<file path="src/rtl/bcd_to_bin_seq.sv">
// Sequential BCD-to-binary converter using reverse double-dabble.
// Each clock shifts the work register right by one bit and corrects every BCD digit.
module bcd_to_bin_seq #(
  parameter int DIGITS = 4,
  parameter int BIN_W  = 16
) (
  input  logic                  SYS_CLK,
  input  logic                  RESET,
  input  logic                  Start,
  input  logic [4*DIGITS-1:0]   Bcd_In,
  output logic                  Busy,
  output logic                  Done,
  output logic                  Err,
  output logic [BIN_W-1:0]      Bin_Out
);
  localparam int BW = 4 * DIGITS;
  localparam int WW = BW + BIN_W;
  localparam int CW = $clog2(BIN_W + 1);

  typedef enum logic [1:0] {IDLE, SHIFT, ERRD} state_t;

  state_t            state_q;
  logic [WW-1:0]     work_q, work_d, shifted;
  logic [CW-1:0]     cnt_q;
  logic              busy_q, done_q, err_q;
  logic [BIN_W-1:0]  bin_q;
  logic              bad_d;

  // A digit is at most 15 after the shift, so it never underflows when 3 is subtracted from digits of 8 and above.
  always_comb begin
    shifted = work_q >> 1;
    work_d  = shifted;
    for (int i = 0; i < DIGITS; i++) begin
      if (shifted[BIN_W+4*i +: 4] >= 4'd8)
        work_d[BIN_W+4*i +: 4] = shifted[BIN_W+4*i +: 4] - 4'd3;
    end
  end

  always_comb begin
    bad_d = 1'b0;
    for (int i = 0; i < DIGITS; i++) begin
      if (Bcd_In[4*i +: 4] > 4'd9) bad_d = 1'b1;
    end
  end

  always_ff @(posedge SYS_CLK or posedge RESET) begin
    if (RESET) begin
      state_q <= IDLE;
      work_q  <= '0;
      cnt_q   <= '0;
      busy_q  <= 1'b0;
      done_q  <= 1'b0;
      err_q   <= 1'b0;
      bin_q   <= '0;
    end else begin
      done_q <= 1'b0;
      case (state_q)
        IDLE: begin
          if (Start) begin
            busy_q <= 1'b1;
            if (bad_d) begin
              state_q <= ERRD;
            end else begin
              work_q  <= {Bcd_In, {BIN_W{1'b0}}};
              cnt_q   <= '0;
              err_q   <= 1'b0;
              state_q <= SHIFT;
            end
          end
        end
        SHIFT: begin
          work_q <= work_d;
          cnt_q  <= cnt_q + 1'b1;
          if (cnt_q == CW'(BIN_W - 1)) begin
            bin_q   <= work_d[BIN_W-1:0];
            done_q  <= 1'b1;
            busy_q  <= 1'b0;
            state_q <= IDLE;
          end
        end
        ERRD: begin
          err_q   <= 1'b1;
          done_q  <= 1'b1;
          busy_q  <= 1'b0;
          state_q <= IDLE;
        end
        default: begin
          busy_q  <= 1'b0;
          state_q <= IDLE;
        end
      endcase
    end
  end

  assign Busy    = busy_q;
  assign Done    = done_q;
  assign Err     = err_q;
  assign Bin_Out = bin_q;
endmodule

</file>
<file path="config.mk">
export PLATFORM = sky130hd
export DESIGN_NAME = bcd_to_bin_seq
export DESIGN_NICKNAME = d
export VERILOG_FILES = /design/src/rtl/bcd_to_bin_seq.sv
export SDC_FILE = /design/constraint.sdc
export NUM_CORES = 1
export LEC_CHECK = 0
export CAP_MARGIN = 20
export CORE_AREA = 2 2 68 96
export CTS_BUF_LIST = sky130_fd_sc_hd__clkbuf_2
export DETAILED_ROUTE_END_ITERATION = 16
export DIE_AREA = 0 0 70 98
export GPL_TIMING_DRIVEN = 0
export HOLD_SLACK_MARGIN = 0.06
export PLACE_DENSITY = 0.81
export SYNTH_ARGS = -nofsm -noshare
export SYNTH_HDL_FRONTEND = slang
export SYNTH_SLANG_ARGS = --single-unit
</file>
<file path="constraint.sdc">
create_clock -name SYS_CLK -period 2.21 [get_ports SYS_CLK]
set_input_delay 0.442 -clock SYS_CLK [delete_from_list [all_inputs] [get_ports SYS_CLK]]
set_output_delay 0.442 -clock SYS_CLK [all_outputs]
set_load 0.01 [all_outputs]
</file>
### Word-level counts from Yosys, hierarchy flattened

Cells that the tools add are included.

* magnitude comparators: 8
* add/subtract/negate cells: 5
* muxes and demuxes: 26
* equality and inequality tests: 6
* reduce and logical (&&, ||, !) cells: 7

Operators with widths (count)
* $mux 32: 2
* $pmux 32 s2: 1
* $gt 4x4->1 const B: 4
* $mux 4: 4
* $ge 4x4->1 const B: 3
* $sub 4x2->4 const B: 3
* $mux 5: 2
* $pmux 5 s2: 1
* $mux 1: 9
* $mux 2: 3
* $ne 2x2->1 const B: 3
* $pmux 1 s2: 3
* $reduce_and 3->1: 2
* $add 5x1->5 const B: 1
* $eq 5x4->1 const B: 1
* $ge 3x4->1 const B: 1
* $pmux 2 s2: 1
* $reduce_and 2->1: 2
* $reduce_bool 2->1: 2
* $sub 3x2->4 const B: 1
* $eq 2x1->1 const B: 1
* $eq 2x2->1 const B: 1
* $logic_not 2->1: 1

* input bits: 19
* output and inout bits: 19
* word-level logic and storage cells: 59
* register bits after elaboration: 58

### Depth between registers and ports, before layout

Gate-level depths: netlist (run 1).

* word-level depth: 8
* gate-level depth with buffers: 9
* depth with buffers taken out: 8

### Worst setup path before layout (run 1)

No wires, ideal clock.

* path kind: flip-flop to flip-flop
* start point: register cnt_q[0]
* end point: register bin_q[1] (netlist: Bin_Out[1])
* stages on the path, launching flop included: 7
* buffers on the path: 1
* slack: 0.306 ns
* setup time: 0.125 ns
* arrival: 1.779 ns
* clock period less this slack: 1.904 ns
* required time: 2.085 ns
* cell sequence: dfrtp_1 > ha_1 > and3_1 > ha_1 > nand2_1 > buf_2 > mux2_2

* cells in the longest elaborated chain, start to end: 2

RTL lines
* start: declaration: line 24 `logic [CW-1:0] cnt_q;`
* start signal: assignment: line 73 `cnt_q <= cnt_q + 1'b1;`
* $eq 5x4->1: line 74 `if (cnt_q == CW'(BIN_W - 1)) begin`
* $reduce_and 2->1 (no source line)
* end signal: assignment: line 75 `bin_q <= work_d[BIN_W-1:0];`
* end: declaration: line 26 `logic [BIN_W-1:0] bin_q;`

No other way between the ends.
A chain may end at the register's enable or synchronous reset.

### Final worst setup path (run 1)

* start point: register state_q[1]
* end point: register work_q[16]

* cells in the longest elaborated chain, start to end: 3
* elaborated cells between the ends (all ways): 7
* classes of those cells: eq/ne: 3; mux: 1; reduce/logical: 3

RTL lines
* start: declaration: line 22 `state_t state_q;`
* start signal: assignment: line 48 `state_q <= IDLE;`
* start signal: assignment: line 62 `state_q <= ERRD;`
* start signal: assignment: line 67 `state_q <= SHIFT;`
* $eq 2x1->1 or $logic_not 2->1 (tied branches): line 57 `case (state_q)`
* $reduce_bool 2->1 (no source line) or $ne 2x2->1 (tied branches)
* $reduce_and 3->1 (no source line)
* end signal: assignment: line 64 `work_q <= {Bcd_In, {BIN_W{1'b0}}};`
* end signal: assignment: line 72 `work_q <= work_d;`
* end: declaration: line 23 `logic [WW-1:0] work_q, work_d, shifted;`

Parallel ways exist; a longest one is shown, timed or not.

==> results of run 1 <==
[cells by family (layout without fill, tap and decap cells)]
logic type	Yosys count	count (layout)	synth area share [%]
buffers and inverters	29	82	4.75
muxes	30	30	11.1
xor gates and xnor gates	7	7	2.08
adders and majority gates	11	11	4.66
and+or+nand+nor	64	64	9.87
DFF	57	57	48.3
AOI/OAI and AO/OA	80	80	19.3
[what timing repair did]
item	4_1_cts	5_1_grt
setup endpoints to repair	14	10
resized for setup	2	2
cloned	0	0
[state kept, by name, indices dropped and copies added (netlist names)]
signal and flops:
work_q 31, Bin_Out 16, cnt_q 5, state_q 2
Busy 1, Done 1, Err 1
[metrics by stage]
step	setup TNS (ns)	area, µm²	total power [mW]	hold WS, ns
floorplan	0	2950	2.31	0.466
global placement	-41.58	3410	2.59	0.475
detailed placement	-5.21	3430	2.65	0.480
CTS	0	3560	3.38	0.286
global route	0	3570	3.60	0.285
finish	0	3570	3.40	0.297
[synth_stat cells (all sizes together)]
| cell type | n |
|---|---|
| a221oi | 1 |
| and4 | 1 |
| and3 | 4 |
| buf | 10 |
| mux2i | 9 |
| nand2 | 23 |
| mux2 | 21 |
| inv | 13 |
| a221o | 7 |
| a311o | 2 |
| o32ai | 3 |
| ha | 11 |
| o21ai | 12 |
| xnor2 | 7 |
| clkbuf | 6 |
| nand3b | 1 |
| o211ai | 2 |
| o22a | 1 |
| dfrtp | 57 |
| a32o | 1 |
| a311oi | 3 |
| a31oi | 2 |
| nor2 | 19 |
| nand2b | 4 |
| o22ai | 13 |
| a2bb2oi | 2 |
| and2 | 2 |
| nor3 | 4 |
| nand3 | 4 |
| a22o | 12 |
| nor2b | 2 |
| a21oi | 16 |
| a211oi | 2 |
| o221ai | 1 |
[report_power, final]
| part | internal (mW) | switching, mW |
|---|---|---|
| registers | 1.25 | 0.235 |
| logic | 0.542 | 0.627 |
| clock network | 0.363 | 0.381 |
[layer usage]
layer | routed length (µm) | track usage, %
met1 | 2720 | 25.5
met5 | 0 | 0
met3 | 541 | 4.33
met2 | 3300 | 33.8
met4 | 138 | 11.4
[worst min-delay path by stage]
stage,slack [ns],end,start,cells after the start
finish,0.30,Bin_Out[7],RESET,2
global route,0.28,Bin_Out[6],RESET,2
CTS,0.29,Bin_Out[7],RESET,2
detailed placement,0.48,work_q[15],work_q[16],1
global placement,0.48,work_q[15],work_q[16],1
floorplan,0.47,work_q[15],work_q[16],1
[final cells by class]
type | count | area (µm²)
clock inverter | 5 | 71.3
inverter | 13 | 48.8
timing repair buffer | 38 | 390
multi-input combinational | 192 | 1390
sequential | 57 | 1430
clock buffer | 10 | 50.0
buffer | 16 | 95.1
fill | 541 | 2470
tap | 72 | 90.1
[critical path, delay by kind of cell (launching register included)]
| family | cells | cell delay, ns |
|---|---|---|
| fa+ha+maj | 1 | 0.19 |
| buf+inv | 3 | 0.56 |
| simple gates | 2 | 0.75 |
| flops | 1 | 0.38 |
| compound gates | 1 | 0.08 |
==> reports/metrics.yaml, run 1 <==
setup_path:
  required_ns: 2.57
  reg2reg_depth: 7
  endpoint: "work_q[16]"
  critPathKind: "flop to flop"
  setup.worst_path.end_class: "flop"
  crit_slowest_cell: "clkbuf_1"
  max_stage_delay_ns: 0.41
  reg2reg_to: "work_q[16]"
  worstPathMaxFanout: 10
  cp-startpoint: "state_q[1]"
  r2r_start: "state_q[1]"
  cp_cell_sequence: "inv_1, ha_1, inv_1, clkbuf_1, nand3_1, nor3_1, a221oi_1"
  regToRegSetupSlack_ns: 0.14
  cp-start-kind: "flop"
  cpMostUsedCell: "inv_1"
  arrival_ns: 2.43
finish:
  layout_commonest_cell: "dfrtp_1"
  instances_no_fill: 403
  final_util_pct: 59.0
  drive_above_1_share_pct: 14.5
  final_cell_mix: "dfrtp_1, clkdlybuf4s50_1, nand2_1, mux2_2, nor2_1"
  syn_to_final_growth_pct: 20.8
  num_antenna_cells: 0
  final_nets: 357
power_and_ir_drop:
  power-per-cell-area_mw_per_mm2: 952
  irDropWorstVdd_uv: 544
  p_leak_nw: 1.56
placed_design:
  dp_cells: 388
  gp_congestion: 0.886
  place_hpwl_mm: 4.73
  place_ws_ns: -0.242
  port_buffers: 37
die:
  start_util_pct: 48.9
  die_y_um: 98
  die_area_mm2: 0.00686
  coreArea_mm2: 0.00604
  rows: 34
  die_w_um: 70
  ios: 38
routing:
  viasPerCell: 6.03
  first_pass_iters: 5
  ant_nets: 0
  drc: 0
  wl_per_cell_um: 16.6
  vias: 2429
  drtIter0Drc: 173
  routed_wl_mm: 6.70
clock_tree:
  clkLatencyLatePin_ns: 0.48
  clk_path_buf_depth: 2
  cts_root_buf: "clkbuf_2"
  cts_max_level: 3
  cts_made_buffers: 9
  ctsHoldBuffers: 0
  cts_tree: "done"
  cts_sinks: 57
  clk_pin_slew_ns: 0.16
  post_cts_buffers: 0
timing:
  final.period_utilization_pct: 93.5
  setup_ws_ns: 0.143
  final.min_clock_period_ns: 2.07
  hold_violations: 0
  rsz0062_at_grt: "no"
  finalSetupViolCount: 0
  drv_slew: 0
  fmax_ghz: 0.484
  skew_ns: 0.0113
  relSlewSlack_pct: 61.1
  tightest_slew_ns: 0.581
min_path:
  hp-class: "input port to asynchronous set/reset pin"
yosys:
  synth_seq_cells: 57
  syn_nets: 308
  syn_inst: 278
  yosysUniqueCellTypes: 40
  syn_avg_cell_area_um2: 10.6
  synth_top_cell_area_share_pct: 48.3
  synth.area.top_cells: "dfrtp_1, mux2_2, ha_1"
  netlist_area_mm2: 0.00295
  ys_warn_count: 0
  seq_area_frac_synth_pct: 48.3
  yosys.area.top_type: "dfrtp_1"
run_status:
  outcome: "complete, no violations"
grt:
  grt_max_degree: 35
  track_usage_pct: 20.7
  grt_antenna_before_repair: 0
  gr-total-overflow: 0
  grt_first_pass_wirelength_mm: 11.4
  grt_pass1_vias: 2358
job:
  drv_cap: 0
Note: power is estimated with default switching activity, not from simulation.
==> run 2: changes to the inputs <==
- CTS_BUF_LIST: sky130_fd_sc_hd__clkbuf_2 -> not set
==> run 2 against run 1 <==
Net effect:
- clock power rose by 52%
- non-clock buffer count did not move
- total power rose by 12%
- routed wire length rose by 0.81%
- first-iteration DRC count rose by 4.0%
- combinational power barely moved
- via count fell by 0.37%
- flip-flop and latch count did not move
- global-route usage rose by 0.50 points
- worst setup slack got worse by 0.081 ns
- count of clock-buffer cells in the layout rose by 3
==> reports/metrics.yaml, run 2 (synthesized netlist as in run 1, its figures left out) <==
run_status:
  outcome: "complete, no violations"  # unchanged
clock_tree:
  post_cts_buffers: 0  # unchanged
  clkLatencyLatePin_ns: 0.34  # was 0.48 ns
  clk_path_buf_depth: 2  # unchanged
  cts_sinks: 57  # unchanged
  cts_root_buf: "clkbuf_8"  # was clkbuf_2
  cts_tree: "done"  # unchanged
  cts_made_buffers: 9  # unchanged
  cts_max_level: 3  # unchanged
  clk_pin_slew_ns: 0.06  # was 0.16 ns
routing:
  wl_per_cell_um: 16.8  # was 16.6 µm
  drtIter0Drc: 180  # was 173
  ant_nets: 0  # unchanged
  drt-met1-wl_mm: 2.78  # was 2.72 mm
  drc: 0  # unchanged
  viasPerCell: 6.00  # was 6.03
  first_pass_iters: 5  # unchanged
  routed_wl_mm: 6.75  # was 6.70 mm
  maxUsedRoutingLayer: "met4"  # unchanged
  route.met2.wl_mm: 3.41  # was 3.30 mm
  dr_wl_met3_um: 393  # was 541 µm
  vias: 2420  # was 2429
placed_design:
  port_buffers: 37  # unchanged
  place_hpwl_mm: 4.73  # unchanged
  gp_congestion: 0.886  # unchanged
  placedInstanceArea_mm2: 0.00343  # unchanged
timing:
  relSlewSlack_pct: 60.3  # was 61.1%
  finalSetupViolCount: 0  # unchanged
  final.period_utilization_pct: 97.2  # was 93.5%
  drv_slew: 0  # unchanged
  rsz0062_at_grt: "no"  # unchanged
  final.min_clock_period_ns: 2.15  # was 2.07 ns
  hold_violations: 0  # unchanged
  hold_ws_ns: 0.457  # was 0.297 ns
  tightest_slew_ns: 0.594  # was 0.581 ns
  skew_ns: 0.00599  # was 0.0113 ns
  fmax_ghz: 0.465  # was 0.484 GHz
power_and_ir_drop:
  p_seq_share_pct: 39.2  # was 43.7%
  pwr-share-comb_pct: 31.0  # was 34.4%
  clock_power_share_pct: 29.8  # was 21.9%
  p_sw_share_pct: 33.6  # was 36.6%
  power-per-cell-area_mw_per_mm2: 1030  # was 952 mW/mm²
  intPower_mw: 2.51  # was 2.15 mW
  total_power_mw: 3.79  # was 3.40 mW
  irDropWorstVdd_uv: 585  # was 544 µV
  power_switching_mw: 1.27  # was 1.24 mW
  p_leak_nw: 1.60  # was 1.56 nW
grt:
  grt_first_pass_wirelength_mm: 11.5  # was 11.4 mm
  grt_max_degree: 35  # unchanged
  grt_pass1_vias: 2387  # was 2358
  gr-total-overflow: 0  # unchanged
  grt_antenna_before_repair: 0  # unchanged
  track_usage_pct: 21.2  # was 20.7%
finish:
  num_antenna_cells: 0  # unchanged
  final_cell_mix: "dfrtp_1, clkdlybuf4s50_1, nand2_1, mux2_2, nor2_1"  # unchanged
  largest_reg_flops: 31  # unchanged
  fillerInstances: 529  # was 541
  layout_commonest_cell: "dfrtp_1"  # unchanged
  syn_to_final_growth_pct: 24.4  # was 20.8%
  drive_above_1_share_pct: 15.1  # was 14.5%
  regMostFlops: "work_q"  # unchanged
  final_nets: 357  # unchanged
  design_area_mm2: 0.00367  # was 0.00357 mm²
die:
  die_area_mm2: 0.00686  # unchanged
  coreArea_mm2: 0.00604  # unchanged
  rows: 34  # unchanged
  ios: 38  # unchanged
  die_w_um: 70  # unchanged
  start_util_pct: 48.9  # unchanged
  die_y_um: 98  # unchanged
setup_path:
  max_stage_delay_ns: 0.53  # was 0.41 ns
  r2r_start: "state_q[1]"  # unchanged
  critPathKind: "input port to flop"  # was flop to flop
  cp_num_buf_inv: 2  # was 3
  worstPathMaxFanout: 8  # was 10
  cp_cell_sequence: "clkdlybuf4s50_1, o21ai_0, and4_1, buf_6, nand2_1, nor2_1, a221o_1"  # was inv_1, ha_1, inv_1, clkbuf_1, nand3_1, nor3_1, a221oi_1
  setup.worst_path.end_class: "flop"  # unchanged
  arrival_ns: 2.43  # about the same
  cp-start-kind: "input port"  # was flop
  required_ns: 2.49  # was 2.57 ns
  cp-startpoint: "Bcd_In[6]"  # was state_q[1]
  cp_top_family: "simple AND/OR/NAND/NOR gates"  # unchanged
  crit_slowest_cell: "nor2_1"  # was clkbuf_1
min_path:
  hp-class: "input port to asynchronous set/reset pin"  # unchanged
job:
  drv_cap: 0  # unchanged
[run 2: changes by cell type in the layout (fill, tap and decap cells not counted), sizes merged]
| cell | previous run | this run |
|---|---|---|
| clkbuf | 17 | 20 |
| clkinv | 3 | 0 |
[run 2: area by class of cell]
type | count | area (µm²) | share of cell area, %
tap | 72 | 90.1 | 2.45
buffer | 16 | 95.1 | 2.59
inverter | 13 | 48.8 | 1.33
timing repair buffer | 38 | 390 | 10.6
clock buffer | 13 | 169 | 4.60
clock inverter | 2 | 60.1 | 1.63
sequential | 57 | 1430 | 38.8
multi-input combinational | 192 | 1390 | 37.9
[run 2: per-stage QoR]
| step | setup TNS [ns] | std cells | util, % | setup slack [ns] |
|---|---|---|---|---|
| global route | 0 | 403 | 60.8 | 0.00439 |
| floorplan | 0 | 278 | - | 0.306 |
| detailed placement | -5.21 | 388 | 56.8 | -0.242 |
| finish | 0 | 403 | 60.8 | 0.0616 |
| global placement | -41.58 | 387 | 56.5 | -0.666 |
| CTS | 0 | 403 | 60.7 | 0.0545 |
[run 2: repair_timing]
| item | in CTS | in global routing |
|---|---|---|
| hold endpoints to repair | 0 | 0 |
| pin swaps | 0 | 0 |
| hold buffers | 0 | 0 |
| gates resized for setup | 2 | 2 |
| setup endpoints to repair | 14 | 9 |
[run 2: worst paths after layout]
| path | endpoint | slack, ns | cells past startpoint |
|---|---|---|---|
| max | work_q[13] | 0.06 | 7 |
| min | work_q[31] | 0.46 | 2 |
| max reg2reg | work_q[16] | 0.13 | 7 |
| min reg2reg | work_q[15] | 0.50 | 1 |
| max in group asynchronous | cnt_q[1] | 1.20 | 3 |
| min in group SYS_CLK | work_q[15] | 0.50 | 1 |
[run 2: power groups by stage]
stage          clock, mW  combinational [mW]  sequential (mW)
4_1_cts             1.14                1.16             1.48
2_1_floorplan          0               0.859             1.45
3_3_place_gp           0                1.10             1.49
6_report            1.13                1.17             1.49
5_1_grt             1.18                1.30             1.52
3_5_place_dp           0                1.15             1.50
[run 2: layer usage]
| metal | GRT usage (%) | up-vias |
|---|---|---|
| met1 | 25.6 | 1181 |
| met2 | 34.7 | 97 |
| met4 | 11.8 | 0 |
| li1 | - | 1124 |
| met5 | 0 | - |
| met3 | 5.16 | 18 |
==> run 3: changes to the inputs <==
- GPL_TIMING_DRIVEN: 0 -> not set
==> run 3 against run 2 <==
Net effect:
- core utilization is 1.6 points higher
- flip-flop and latch count stayed put
- cell count is 2.2% higher
- count of clock-buffer cells in the layout is 2 lower
- sequential share of layout area is 0.99 points lower
- highest routed layer unchanged
- largest cell class unchanged
- largest power group unchanged
==> reports/metrics.yaml, run 3 (synthesized netlist as in run 1, its figures left out) <==
finish:
  multiInputGateArea_mm2: 0.00139  # about the same
  layout_commonest_cell: "dfrtp_1"  # unchanged
  final_nets: 365  # was 357
  num_antenna_cells: 0  # unchanged
  largest_reg_flops: 31  # unchanged
  drive_above_1_share_pct: 18.5  # was 15.1%
  regArea_mm2: 0.00143  # unchanged
  final_cell_mix: "dfrtp_1, clkdlybuf4s50_1, nand2_1, buf_4, mux2_2"  # was dfrtp_1, clkdlybuf4s50_1, nand2_1, mux2_2, nor2_1
  fillerInstances: 500  # was 529
  regMostFlops: "work_q"  # unchanged
  syn_to_final_growth_pct: 27.7  # was 24.4%
timing:
  drv_slew: 0  # unchanged
  setup_ws_ns: 0.170  # was 0.0616 ns
  finalSetupViolCount: 0  # unchanged
  tightest_slew_ns: 0.514  # was 0.594 ns
  final.min_clock_period_ns: 2.04  # was 2.15 ns
  fmax_ghz: 0.490  # was 0.465 GHz
  rsz0062_at_grt: "no"  # unchanged
  final.period_utilization_pct: 92.3  # was 97.2%
  tns_ns: 0  # unchanged
  hold_violations: 0  # unchanged
  relSlewSlack_pct: 65.6  # was 60.3%
  skew_ns: 0.00968  # was 0.00599 ns
routing:
  routed_wl_mm: 6.36  # was 6.75 mm
  wl_per_cell_um: 15.4  # was 16.8 µm
  ant_nets: 0  # unchanged
  drc: 0  # unchanged
  viasPerCell: 5.93  # was 6.00
  vias: 2443  # was 2420
  drtIter0Drc: 164  # was 180
  first_pass_iters: 4  # was 5
clock_tree:
  ctsHoldBuffers: 0  # unchanged
  clkLatencyLatePin_ns: 0.34  # about the same
  cts_sinks: 57  # unchanged
  clk_pin_slew_ns: 0.07  # was 0.06 ns
  post_cts_buffers: 0  # unchanged
  cts_made_buffers: 9  # unchanged
  cts_root_buf: "clkbuf_8"  # unchanged
  clk_path_buf_depth: 2  # unchanged
  cts_tree: "done"  # unchanged
  cts_max_level: 3  # unchanged
  cts_resized: 0  # was 2
power_and_ir_drop:
  power-per-cell-area_mw_per_mm2: 1020  # was 1030 mW/mm²
  p_seq_share_pct: 38.8  # was 39.2%
  p_leak_nw: 1.67  # was 1.60 nW
  clock_power_share_pct: 30.2  # was 29.8%
  pwr-share-comb_pct: 31.0  # about the same
  intPower_mw: 2.58  # was 2.51 mW
  p_sw_share_pct: 33.2  # was 33.6%
  power_switching_mw: 1.28  # was 1.27 mW
  irDropWorstVdd_uv: 873  # was 585 µV
die:
  start_util_pct: 48.9  # unchanged
  coreArea_mm2: 0.00604  # unchanged
  die_area_mm2: 0.00686  # unchanged
  die_w_um: 70  # unchanged
  die_y_um: 98  # unchanged
  rows: 34  # unchanged
  ios: 38  # unchanged
grt:
  grt_antenna_before_repair: 0  # unchanged
  grt_first_pass_wirelength_mm: 10.9  # was 11.5 mm
  track_usage_pct: 20.0  # was 21.2%
  grt_pass1_vias: 2383  # was 2387
  use_met1_pct: 24.2  # was 25.6%
  gr-usage-met3_pct: 3.61  # was 5.16%
  gr-total-overflow: 0  # unchanged
  grt_max_degree: 58  # was 35
  met2_usage_pct: 33.8  # was 34.7%
  busiest_layer: "met2"  # unchanged
job:
  drv_cap: 0  # unchanged
setup_path:
  cp_cell_sequence: "clkdlybuf4s50_1, o21ai_0, and4_1, nand2_1, nor2_1, a221o_1"  # was clkdlybuf4s50_1, o21ai_0, and4_1, buf_6, nand2_1, nor2_1, a221o_1
  required_ns: 2.49  # about the same
  cp_top_family: "simple AND/OR/NAND/NOR gates"  # unchanged
  arrival_ns: 2.32  # was 2.43 ns
  worstPathMaxFanout: 8  # unchanged
  critPathKind: "input port to flop"  # unchanged
  setup.worst_path.end_class: "flop"  # unchanged
  max_stage_delay_ns: 0.44  # was 0.53 ns
  crit_slowest_cell: "nor2_1"  # unchanged
  cp_num_buf_inv: 1  # was 2
  cp-start-kind: "input port"  # unchanged
placed_design:
  place_hpwl_mm: 4.43  # was 4.73 mm
  gp_congestion: 0.815  # was 0.886
  port_buffers: 37  # unchanged
  place_ws_ns: -0.121  # was -0.242 ns
run_status:
  outcome: "complete, no violations"  # unchanged
min_path:
  hp-class: "input port to asynchronous set/reset pin"  # unchanged
-- run 3: cell count changes in the layout (fill, tap and decap cells not counted), sizes merged --
| cell | delta |
|---|---|
| buf | +15 |
| clkbuf | -9 |
| clkinv | +2 |
| bufinv | +1 |
-- run 3: power groups by stage --
stage	sequential [mW]	combinational [mW]	clock, mW
after floorplan	1.45	0.859	0
after global placement	1.50	1.12	0
after detailed placement	1.51	1.17	0
after CTS	1.49	1.19	1.18
after global routing	1.53	1.34	1.22
final	1.50	1.19	1.16
-- run 3: layer usage --
layer	vias up	wire length [µm]
met5	-	0
met4	0	123
met3	11	354
met2	84	3250
met1	1207	2640
li1	1141	-
-- run 3: through the flow --
step	utilization (%)	total power, mW	hold slack (ns)	area (µm²)	instances
floorplan	-	2.31	0.466	2950	278
global placement	58.5	2.62	0.479	3530	396
detailed placement	58.5	2.68	0.486	3530	396
CTS	62.4	3.86	0.470	3770	412
global route	62.4	4.09	0.510	3770	412
finish	62.4	3.86	0.451	3770	412
-- run 3: area by class of cell --
| cell class | instances | share of cell area, % |
|---|---|---|
| well taps | 72 | 2.39 |
| inverters | 13 | 1.29 |
| clock buffers | 11 | 3.48 |
| clock inverters | 5 | 2.75 |
| multi-input cells | 192 | 36.8 |
| flip-flops and latches | 57 | 37.8 |
| repair buffers | 62 | 15.5 |
-- run 3: final timing paths --
check / slack, ns / to / start / cells past startpoint
worst max-delay path: 0.17 / work_q[12] / Bcd_In[13] / 6
worst min register to register: 0.50 / work_q[15] / work_q[16] / 1
worst min-delay path: 0.45 / Bin_Out[6] / RESET / 3
min in group SYS_CLK: 0.50 / work_q[15] / work_q[16] / 1
max in group asynchronous: 1.48 / cnt_q[3] / RESET / 3
worst max register to register: 0.30 / Bin_Out[1] / cnt_q[0] / 6
-- run 3: worst reg2reg max path: stages, from the launching register on --
cell,delay [ns]
dfrtp_1,0.44
ha_1,0.27
and3_1,0.21
ha_1,0.21
nand2_1,0.07
buf_4,0.23
mux2_2,0.37
